[config.mk]
export PLATFORM = sky130hd
export DESIGN_NAME = chess_clock_ctrl
export DESIGN_NICKNAME = d
export VERILOG_FILES = /design/src/rtl/chess_clock_pkg.sv /design/src/rtl/chess_time_counter.sv /design/src/rtl/chess_clock_ctrl.sv
export SDC_FILE = /design/constraint.sdc
export NUM_CORES = 1
export LEC_CHECK = 0
export CAP_MARGIN = 40
export CORE_ASPECT_RATIO = 0.8
export CORE_MARGIN = 4
export CORE_UTILIZATION = 56
export DETAILED_ROUTE_END_ITERATION = 6
export GPL_TIMING_DRIVEN = 0
export PLACE_DENSITY = 0.79
export SYNTH_ARGS = -nofsm -noshare
export SYNTH_HDL_FRONTEND = slang
export SYNTH_HIERARCHICAL = 1
export SYNTH_SLANG_ARGS = --single-unit
[constraint.sdc]
create_clock -name clk -period 6.5 [get_ports clk]
set_clock_uncertainty 0.05 [all_clocks]
set_input_delay 1.95 -clock clk [delete_from_list [all_inputs] [get_ports clk]]
set_output_delay 1.95 -clock clk [all_outputs]
set_load 0.01 [all_outputs]
[src/rtl/chess_clock_pkg.sv]
// Shared types and constants for the two-player chess clock.
package chess_clock_pkg;

  typedef enum logic [1:0] {
    IDLE,
    RUN,
    PAUSED,
    FLAGGED
  } state_t;

  typedef struct packed {
    logic [3:0] min_tens;
    logic [3:0] min_ones;
    logic [2:0] sec_tens;
    logic [3:0] sec_ones;
  } bcd_time_t;

  localparam bcd_time_t MAX_TIME  = '{min_tens: 4'd9, min_ones: 4'd9, sec_tens: 3'd5, sec_ones: 4'd9};
  localparam bcd_time_t ZERO_TIME = '0;

  function automatic bcd_time_t to_bcd(input int unsigned mins, input int unsigned secs);
    bcd_time_t t;
    t.min_tens = 4'(mins / 10);
    t.min_ones = 4'(mins % 10);
    t.sec_tens = 3'(secs / 10);
    t.sec_ones = 4'(secs % 10);
    return t;
  endfunction

endpackage

[src/rtl/chess_time_counter.sv]
// One player's BCD MM:SS register: reload, 1 s decrement with borrow, and
// saturating increment. zero flags that this cycle's decrement lands on 00:00.
module chess_time_counter
  import chess_clock_pkg::*;
#(
  parameter int unsigned INIT_MIN = 5,
  parameter int unsigned INIT_SEC = 0
) (
  input  logic       clk,
  input  logic       rst,
  input  logic       load,
  input  logic       dec,
  input  logic       inc_en,
  input  logic [5:0] inc_sec,
  output bcd_time_t  value,
  output logic       zero
);

  localparam bcd_time_t INIT_TIME = to_bcd(INIT_MIN, INIT_SEC);

  bcd_time_t  value_q, value_d;
  bcd_time_t  dec_val, base_val, inc_val;
  logic [6:0] sec_sum;
  logic [5:0] sec_wrap;
  logic       sec_carry;

  always_comb begin
    dec_val = value_q;
    if (value_q != ZERO_TIME) begin
      if (value_q.sec_ones != 4'd0) begin
        dec_val.sec_ones = value_q.sec_ones - 4'd1;
      end else begin
        dec_val.sec_ones = 4'd9;
        if (value_q.sec_tens != 3'd0) begin
          dec_val.sec_tens = value_q.sec_tens - 3'd1;
        end else begin
          dec_val.sec_tens = 3'd5;
          if (value_q.min_ones != 4'd0) begin
            dec_val.min_ones = value_q.min_ones - 4'd1;
          end else begin
            dec_val.min_ones = 4'd9;
            dec_val.min_tens = value_q.min_tens - 4'd1;
          end
        end
      end
    end
  end

  assign base_val = dec ? dec_val : value_q;
  assign zero     = dec && (dec_val == ZERO_TIME);

  // Seconds are added in binary (at most 59+59) and split back into BCD digits.
  always_comb begin
    sec_sum   = 7'(base_val.sec_tens) * 7'd10 + 7'(base_val.sec_ones) + 7'(inc_sec);
    sec_carry = (sec_sum >= 7'd60);
    sec_wrap  = sec_carry ? 6'(sec_sum - 7'd60) : 6'(sec_sum);
    inc_val          = base_val;
    inc_val.sec_tens = 3'(sec_wrap / 6'd10);
    inc_val.sec_ones = 4'(sec_wrap % 6'd10);
    if (sec_carry) begin
      if (base_val.min_ones != 4'd9) begin
        inc_val.min_ones = base_val.min_ones + 4'd1;
      end else if (base_val.min_tens != 4'd9) begin
        inc_val.min_ones = 4'd0;
        inc_val.min_tens = base_val.min_tens + 4'd1;
      end else begin
        inc_val = MAX_TIME;
      end
    end
  end

  always_comb begin
    value_d = base_val;
    if (load) begin
      value_d = INIT_TIME;
    end else if (inc_en) begin
      value_d = inc_val;
    end
  end

  always_ff @(posedge clk or posedge rst) begin
    if (rst) begin
      value_q <= INIT_TIME;
    end else begin
      value_q <= value_d;
    end
  end

  assign value = value_q;

endmodule

[src/rtl/chess_clock_ctrl.sv]
// Chess clock control: game FSM, 1 Hz prescaler, side-to-move register and
// sticky flags around two chess_time_counter instances.
module chess_clock_ctrl
  import chess_clock_pkg::*;
#(
  parameter int unsigned CLK_HZ   = 100_000_000,
  parameter int unsigned INIT_MIN = 5,
  parameter int unsigned INIT_SEC = 0,
  parameter int unsigned INC_SEC  = 0
) (
  input  logic        clk,
  input  logic        rst,
  input  logic        new_game,
  input  logic        start,
  input  logic        pause,
  input  logic        move_done,
  output logic        side,
  output logic [14:0] time_white,
  output logic [14:0] time_black,
  output logic        flag_white,
  output logic        flag_black,
  output logic        running
);

  localparam int unsigned  PW        = (CLK_HZ > 1) ? $clog2(CLK_HZ) : 1;
  localparam logic [PW-1:0] PRESC_MAX = PW'(CLK_HZ - 1);
  localparam logic [5:0]   INC_VAL   = 6'(INC_SEC);

  state_t        state_q, state_d;
  logic          side_q, side_d;
  logic [PW-1:0] presc_q, presc_d;
  logic          flag_white_q, flag_white_d;
  logic          flag_black_q, flag_black_d;
  logic          running_q, running_d;

  bcd_time_t white_val, black_val;
  logic      white_zero, black_zero;
  logic      tick, flag_hit, accept;
  logic      dec_w, dec_b, inc_w, inc_b;

  assign tick     = (state_q == RUN) && (presc_q == PRESC_MAX);
  assign dec_w    = tick && !side_q;
  assign dec_b    = tick && side_q;
  assign flag_hit = side_q ? black_zero : white_zero;
  // A move landing on the tick that empties the mover's clock loses to the flag.
  assign accept   = (state_q == RUN) && move_done && !flag_hit && !new_game;
  assign inc_w    = accept && !side_q;
  assign inc_b    = accept && side_q;

  chess_time_counter #(.INIT_MIN(INIT_MIN), .INIT_SEC(INIT_SEC)) u_white (
    .clk(clk), .rst(rst), .load(new_game), .dec(dec_w), .inc_en(inc_w),
    .inc_sec(INC_VAL), .value(white_val), .zero(white_zero)
  );

  chess_time_counter #(.INIT_MIN(INIT_MIN), .INIT_SEC(INIT_SEC)) u_black (
    .clk(clk), .rst(rst), .load(new_game), .dec(dec_b), .inc_en(inc_b),
    .inc_sec(INC_VAL), .value(black_val), .zero(black_zero)
  );

  always_comb begin
    state_d      = state_q;
    side_d       = side_q;
    presc_d      = presc_q;
    flag_white_d = flag_white_q;
    flag_black_d = flag_black_q;
    if (new_game) begin
      state_d      = IDLE;
      side_d       = 1'b0;
      presc_d      = '0;
      flag_white_d = 1'b0;
      flag_black_d = 1'b0;
    end else begin
      unique case (state_q)
        IDLE: begin
          if (start) state_d = RUN;
        end
        RUN: begin
          presc_d = tick ? '0 : presc_q + PW'(1);
          if (flag_hit) begin
            state_d = FLAGGED;
            if (side_q) flag_black_d = 1'b1;
            else        flag_white_d = 1'b1;
          end else begin
            if (accept) begin
              side_d  = !side_q;
              presc_d = '0;
            end
            if (pause) state_d = PAUSED;
          end
        end
        PAUSED: begin
          if (!pause) state_d = RUN;
        end
        FLAGGED: ;
        default: state_d = IDLE;
      endcase
    end
    running_d = (state_d == RUN);
  end

  always_ff @(posedge clk or posedge rst) begin
    if (rst) begin
      state_q      <= IDLE;
      side_q       <= 1'b0;
      presc_q      <= '0;
      flag_white_q <= 1'b0;
      flag_black_q <= 1'b0;
      running_q    <= 1'b0;
    end else begin
      state_q      <= state_d;
      side_q       <= side_d;
      presc_q      <= presc_d;
      flag_white_q <= flag_white_d;
      flag_black_q <= flag_black_d;
      running_q    <= running_d;
    end
  end

  assign side       = side_q;
  assign time_white = white_val;
  assign time_black = black_val;
  assign flag_white = flag_white_q;
  assign flag_black = flag_black_q;
  assign running    = running_q;

endmodule

==> results.md, run 1 <==
- Status: finished clean
- Core ar.: 11470 um2
- Die area: 13500 um2
- Number of global-route vias before repair: 6301
- VDD IR max: 0.1191 mV
- Largest net degree at the start of global routing: 22
- Post-layout util: 70.07%
- Wire per inst: 17.56 um
- Final Hold Viols: 0
- Placed insts: 1001
- Top post-synthesis cells by area: dfrtp_1, ha_1, a21oi_1, nor2_1, inv_1
- Detail Placement HPWL: 13180 um
- Final wirelength: 18300 um
- DIE HEIGHT: 104.7 um
- Starting Density: 57.08%
- Area share of the largest cell type after synthesis: 22.54%
- Die W: 128.9 um
- Clock transition at path regs: 0.06 ns
- Avg Cell Area, Syn: 8.176 um2
- Slew Viols, Final: 0
- Post-synth top flop: dfrtp_1
- Final Critical Period: 6.288 ns
- Post-synth EDFFs: 0
- DRT iter0 DRCs: 664
- Final #Nets: 936
- P_leak: 3.248 nW
- Worst-Skew Late Latency: 0.33 ns
- Final setup viols: 0
- Layout cells sized above 1: 19.80%
- Cell repeated most along the worst path: inv_1
- Min-Delay Path Class: reg2reg
- CTS H-Tree Depth: 3
- Clk buf depth: 2
- IO Count: 40
- Cell Area, Synth: 6549 um2
- Asr flop ratio synth: 100.0%
- IO buf count: 39
- Top-count cell post-synth: nor2_1
- Critical setup path kind: reg2reg
- Sequential share of the synthesized area: 24.15%
- CTS tree: done
- First-pass GRT wire length: 30040 um
- Period utilization: 96.74%
- Slowest stage delay, CP: 0.60 ns
- Power Density: 175.8 nW/um2
- CTS Sinks: 63
- Largest area contributor in the netlist: dfrtp_1
- Drt pass-1 iters: 5
- Initial antenna violation count: 0
- Post-synth cell types: 108
- Maximum Capacitance Violations: 0
- CP Launch Type: register
- Vias per inst: 6.440
- Post-synth top cells: nor2_1, inv_1, dfrtp_1, nand2_1, a21oi_1
- Final std cells w/o fill: 1042
- Worst slew margin: 44.22%
- Root Driver: clkbuf_16
- Vias post-DR: 6710
- #FFs+latches synth: 63
- ANT nets after route: 0
- Mapped Cells: 801
- Max Clock Freq: 0.1590 GHz
- Number of remaining DRC errors: 0
- Row cnt: 35
- Crit-path slowest cell: or4_4
- Area growth syn-to-layout: 22.76%
- Final Wtd Congestion: 0.8381
- Total CTS buffers: 9
- Critical path required time: 6.67 ns
- Critical Path End Type: register
- Gr usage total: 26.49%
- Critical Path Fanout Max: 8
- Gr ovfl total: 0
- Ant diodes: 0
- Worst Tran Pin Value: 0.8357 ns
- Ys Warns: 6
- Arr. time, crit path: 6.46 ns
-- stage by stage --
stage	power (mW)	setup TNS [ns]	setup slack (ns)	instance area, um2	hold slack (ns)
global route	1.488	-0.1131	-0.05980	8039	0.4913
detailed placement	0.8422	-2.411	-0.7827	7186	0.4633
floorplan	0.7516	0	0.2258	6590	0.4177
CTS	1.346	-0.006266	-0.006266	7620	0.4755
finish	1.414	0	0.2119	8039	0.4739
global placement	0.8233	-1.438	-0.5694	7166	0.4373
-- worst paths after layout --
check | from | to | slack (ns) | cells after the start
hold reg to reg | flag_black$_DFFE_PP0P_ | flag_black$_DFFE_PP0P_ | 0.47 | 2
setup / recovery | u_black/value[0]$_DFF_PP0_ | u_black/value[3]$_DFF_PP0_ | 0.21 | 28
max in group asynchronous | rst | presc_q[14]$_DFFE_PP0P_ | 3.59 | 3
min in group asynchronous | rst | u_white/value[8]$_DFF_PP0_ | 2.11 | 2
hold / removal | flag_black$_DFFE_PP0P_ | flag_black$_DFFE_PP0P_ | 0.47 | 2
setup reg to reg | u_black/value[0]$_DFF_PP0_ | u_black/value[3]$_DFF_PP0_ | 0.21 | 28
-- where the power goes --
part | total (mW) | internal [mW] | switching [mW]
clock | 0.485 | 0.297 | 0.188
combinational | 0.520 | 0.229 | 0.291
sequential | 0.408 | 0.399 | 0.00959
-- flip-flops by register name, indices dropped and copies added (netlist names) --
signal / cells
u_white/value: 15
side: 1
u_black/value: 15
running: 1
flag_black: 1
flag_white: 1
presc_q: 27
state_q: 2
-- worst max-delay path: cells and delay by family (launching register included) --
family,cells,cell delay (ns)
and+or+nand+nor,11,2.48
adders and majority gates,6,1.76
AOI/OAI and AO/OA,6,0.86
DFF,1,0.46
xor gates and xnor gates,2,0.39
buffers and inverters,3,0.19
-- layout make-up --
| cell class | instances | area (um2) |
|---|---|---|
| flip-flops and latches | 63 | 1590 |
| plain buffers | 34 | 197.7 |
| clock buffers | 9 | 225.2 |
| well taps | 148 | 185.2 |
| repair buffers | 67 | 605.6 |
| fillers | 910 | 3435 |
| clock inverters | 7 | 72.57 |
| multi-input cells | 651 | 4926 |
| inverters | 63 | 236.5 |
-- placed cells by master, fill, tap and decap left out, types with 11 or more instances in the layout --
| cell | n |
|---|---|
| nand2_1 | 55 |
| buf_4 | 28 |
| nand4_1 | 14 |
| nor2_1 | 66 |
| inv_1 | 63 |
| conb_1 | 12 |
| dfrtp_1 | 52 |
| buf_2 | 11 |
| a31oi_1 | 12 |
| a21oi_1 | 51 |
| or3_1 | 13 |
| o21ai_0 | 44 |
| nand3_1 | 22 |
| clkdlybuf4s50_1 | 39 |
| o31ai_1 | 19 |
| or4_1 | 14 |
| clkbuf_1 | 13 |
| ha_1 | 24 |
| nor3_1 | 21 |
| xnor2_1 | 12 |
-- cells by family (layout without fill, tap and decap cells) --
family          after synthesis  in the layout  share of synthesized area [%]
xor+xnor                     26             26                          3.706
fa+ha+maj                    44             44                          9.438
buf+inv                      98            180                          6.572
simple gates                323            323                          28.54
other cells                   1             12                        0.05726
mux                           9              9                          1.567
compound gates              237            237                          25.96
flops                        63             63                          24.15
-- routing by layer --
metal	GRT usage (%)	vias to the layer above	wire, um
li1	-	3164	-
met1	37.64	3239	8162
met2	42.01	281	8582
met3	5.468	26	1339
met4	4.948	0	216
met5	0	-	0
-- repair_timing --
action	CTS	global route
gates resized for setup	20	57
setup buffers	4	22
endpoints found under the setup margin	10	9
hold buffers	0	0
pin swaps	6	12
Note: power is estimated with default switching activity, not from simulation.
==> run 2: changes to the inputs <==
--- a/config.mk
+++ b/config.mk
@@ -5,14 +5,14 @@
 export SDC_FILE = /design/constraint.sdc
 export NUM_CORES = 1
 export LEC_CHECK = 0
-export CAP_MARGIN = 40
+export CAP_MARGIN = 20
 export CORE_ASPECT_RATIO = 0.8
 export CORE_MARGIN = 4
 export CORE_UTILIZATION = 56
+export CTS_BUF_LIST = sky130_fd_sc_hd__clkbuf_4
 export DETAILED_ROUTE_END_ITERATION = 6
 export GPL_TIMING_DRIVEN = 0
 export PLACE_DENSITY = 0.79
 export SYNTH_ARGS = -nofsm -noshare
 export SYNTH_HDL_FRONTEND = slang
-export SYNTH_HIERARCHICAL = 1
 export SYNTH_SLANG_ARGS = --single-unit
==> run 2 against run 1 <==
Net effect:
- first-iteration DRC count increased by 19%
- global-route usage up 2.5 points
- critical path depth is 7 lower
- critical path type unchanged
- register-to-register slack better by 0.03 ns
- sequential power about the same
- via count decreased by 0.57%
==> results.md, run 2 <==
- Status: finished clean
- Critical Path Fanout Max: 10 (+2)
- Slew Viols, Final: 0 (unchanged)
- Largest area contributor in the netlist: dfrtp_1
- Gr usage total: 28.99% (+2.5 points)
- Family with the most delay on the worst path: simple AND/OR/NAND/NOR gates
- Number of global-route vias before repair: 6176 (-2.0%)
- Root Driver: clkbuf_4
- Hold depth: 1 (-1)
- Die area: 12430 um2 (-7.9%)
- Logic pwr share: 19.8% (-17 points)
- Top-count cell post-synth: nor2_1
- Critical Path End Type: register
- CTS Sinks: 63 (unchanged)
- Detail Placement HPWL: 13520 um (+2.5%)
- Drt pass-1 iters: 7 (+2)
- Asr flop ratio synth: 100.0% (unchanged)
- Largest reg by FF count: presc_q
- IO buf count: 39 (unchanged)
- Critical setup path kind: reg2reg
- Vias per inst: 6.652 (+3.3%)
- Ys Warns: 0 (-6)
- HP Start: presc_q[24]$_DFFE_PP0P_
- Worst Tran Pin Value: 0.9776 ns (+0.1419 ns)
- Ant diodes: 0 (unchanged)
- CTS tree: done
- Worst path cell trace: clkbuf_1, or4b_1, or2_2, nor4_4, nand2_2, nor2_1, mux2i_2, inv_1, ha_1, ha_1, clkbuf_1, o311ai_0, o41ai_2, a211o_1, nor2_4, xnor2_1, o2111ai_1, nand2_1, ha_1, or4_1, a31oi_1
- DIE HEIGHT: 100.5 um (-4.0%)
- IO Count: 40 (unchanged)
- Switch Pwr: 280.6 uW (-43%)
- Arr. time, crit path: 6.56 ns (+0.10 ns)
- Worst-Skew Late Latency: 0.44 ns (+0.11 ns)
- Post-synth top flop: dfrtp_1
- Post-synth cell types: 74 (-31%)
- Reg-to-reg startpoint: presc_q[12]$_DFFE_PP0P_
- Mapped Cells: 799 (-0.25%)
- Gr ovfl total: 0 (unchanged)
- Top post-synthesis cells by area: dfrtp_1, nor2_1, o21ai_0, ha_1, nand2_1
- Max reg flops: 27 (unchanged)
- Final Wtd Congestion: 0.9566 (+14%)
- Clock transition at path regs: 0.13 ns (+0.07 ns)
- Post-synth net total: 832
- Cell Area, Synth: 5991 um2 (-8.5%)
- P_int: 575.9 uW (-38%)
- Final setup viols: 0 (unchanged)
- CP Buf/Inv Count: 3 (unchanged)
- Core ar.: 10360 um2 (-9.7%)
- P_leak: 2.767 nW (-15%)
- #FFs+latches synth: 63 (unchanged)
- Area share of the largest cell type after synthesis: 24.64% (+2.1 points)
- Post-synth EDFFs: 0 (unchanged)
- Slowest stage delay, CP: 0.61 ns (about the same)
- Clk buf depth: 2 (unchanged)
- VDD IR max: 0.1068 mV (-10%)
- CTS H-Tree Depth: 3 (unchanged)
- Area growth syn-to-layout: 16.60%
- Largest net degree at the start of global routing: 40 (+82%)
- Clock power share: 32.5% (-1.8 points)
- Sw Ratio: 32.76% (-1.8 points)
- Setup TNS: 0 ns (unchanged)
- R2R Setup Slk: 0.24 ns (+0.03 ns)
- Flop pwr share: 47.7% (+19 points)
- Fin Hold WS: 0.4668 ns (-0.007123 ns)
- Layout cells sized above 1: 9.849% (-9.9 points)
- Hold Crit Endpoint: presc_q[24]$_DFFE_PP0P_
- Starting Density: 57.81% (+0.73 points)
- Worst slew margin: 34.22% (-10 points)
- Min-Delay Path Class: reg2reg
- Total CTS buffers: 9 (unchanged)
- Initial antenna violation count: 0 (unchanged)
- DRT iter0 DRCs: 793 (+19%)
- Commonest non-fill, non-tap cell in the layout: nor2_1
- Row cnt: 33 (-5.7%)
- Crit-path slowest cell: or4b_1
- Number of remaining DRC errors: 0 (unchanged)
- Worst reg2reg path depth: 21 (-25%)
- Avg Cell Area, Syn: 7.498 um2 (-8.3%)
- Final #Nets: 891 (-4.8%)
- Max Clock Freq: 0.1598 GHz (+0.47%)
- R2r endpoint: u_white.value[3]$_DFF_PP0_
- Final Hold Viols: 0 (unchanged)
- Critical path required time: 6.80 ns (+0.13 ns)
- Period utilization: 96.29% (-0.45 points)
- Maximum Capacitance Violations: 0 (unchanged)
- Hold_buf cts: 0 (unchanged)
- Wire per inst: 18.36 um (+4.6%)
- Die W: 123.6 um (-4.1%)
- ANT nets after route: 0 (unchanged)
- First-pass GRT wire length: 29300 um (-2.5%)
- Cell repeated most along the worst path: ha_1
- Vias post-DR: 6672 (-0.57%)
- Power Density: 122.6 nW/um2 (-30%)
- Most frequent cells in the layout: nor2_1, nand2_1, o21ai_0
- Sequential share of the synthesized area: 26.40% (+2.2 points)
- CP Launch Type: register
- Final wirelength: 18420 um (+0.64%)
- Final Total Pwr: 856.6 uW (-39%)
- Final Critical Period: 6.259 ns (-0.02920 ns)
- Post-synth top cells: nor2_1, nand2_1, o21ai_0, dfrtp_1, inv_1
[run 2: cell count changes in the layout (fill, tap and decap cells not counted), sizes merged, moves of 10 or more]
cell    previous run  this run
a21oi             58        34
buf               48        13
clkbuf            23        34
conb              12         0
inv               64        46
nand2             59        73
nand3             23        35
nor2              70        89
nor3              27        37
o21ai             51        65
o41ai              1        11
[run 2: cell families (layout without fill, tap and decap cells)]
family	Yosys count	after routing	share of synthesized area (%)
adder cells (fa/ha/maj)	27	27	5.890
multiplexers	18	18	3.174
flip-flops	63	63	26.40
AND/OR/NAND/NOR	374	374	31.62
AO/OA/AOI/OAI	221	221	25.02
XOR/XNOR	21	21	3.070
buffers and inverters	75	139	4.824
[run 2: power groups by stage]
stage	clock network, mW	registers (mW)	logic (mW)
3_3_place_gp	0	0.415	0.146
4_1_cts	0.280	0.408	0.155
5_1_grt	0.298	0.409	0.185
3_5_place_dp	0	0.415	0.153
6_report	0.278	0.408	0.170
2_1_floorplan	0	0.415	0.105
[run 2: repair_timing]
item | CTS | global route
pin swaps | 0 | 6
setup buffers | 0 | 10
endpoints found under the hold margin | 0 | 0
resized for setup | 10 | 35
setup endpoints to repair | 17 | 14
[run 2: worst max path at each step]
| stage | slack, ns | to | cells past startpoint | from |
|---|---|---|---|---|
| final | 0.24 | u_white.value[3]$_DFF_PP0_ | 21 | presc_q[12]$_DFFE_PP0P_ |
| after global routing | -0.05 | u_white.value[3]$_DFF_PP0_ | 21 | presc_q[12]$_DFFE_PP0P_ |
| after CTS | -0.005 | u_white.value[3]$_DFF_PP0_ | 23 | presc_q[12]$_DFFE_PP0P_ |
| after detailed placement | -0.74 | u_white.value[3]$_DFF_PP0_ | 22 | presc_q[12]$_DFFE_PP0P_ |
| after global placement | -0.54 | u_white.value[3]$_DFF_PP0_ | 22 | presc_q[12]$_DFFE_PP0P_ |
| after floorplan | 0.47 | u_white.value[3]$_DFF_PP0_ | 21 | presc_q[12]$_DFFE_PP0P_ |
[run 2: per-stage QoR]
stage / util (%) / cells / worst slack (ns) / area [um2]
2_1_floorplan: - / 799 / 0.4740 / 5991
3_3_place_gp: 63.26 / 978 / -0.5437 / 6556
3_5_place_dp: 63.46 / 979 / -0.7373 / 6576
4_1_cts: 65.17 / 994 / -0.005268 / 6754
5_1_grt: 67.40 / 1003 / -0.05076 / 6985
6_report: 67.40 / 1003 / 0.2411 / 6985
[run 2: cell type report]
class / count / area [um2]
clock inverters: 7 / 63.81
clock buffers: 9 / 67.56
flip-flops and latches: 63 / 1582
inverters: 46 / 172.7
multi-input cells: 661 / 4330
repair buffers: 50 / 485.5
plain buffers: 27 / 108.9
fillers: 882 / 3378
well taps: 140 / 175.2
[run 2: metal layers]
layer,vias up,wire length [um],GRT usage (%)
li1,3113,-,-
met1,3153,8223,41.88
met2,361,8271,44.87
met3,45,1587,4.826
met4,0,335,8.085
met5,-,0,0
[run 2: worst register-to-register path: cells and delay by family (launching register included)]
family	cells	cell delay [ns]
xor gates and xnor gates	1	0.09
muxes	1	0.33
adders and majority gates	3	0.69
DFF	1	0.38
AOI/OAI and AO/OA	5	1.63
buffers and inverters	3	0.55
and+or+nand+nor	8	2.46
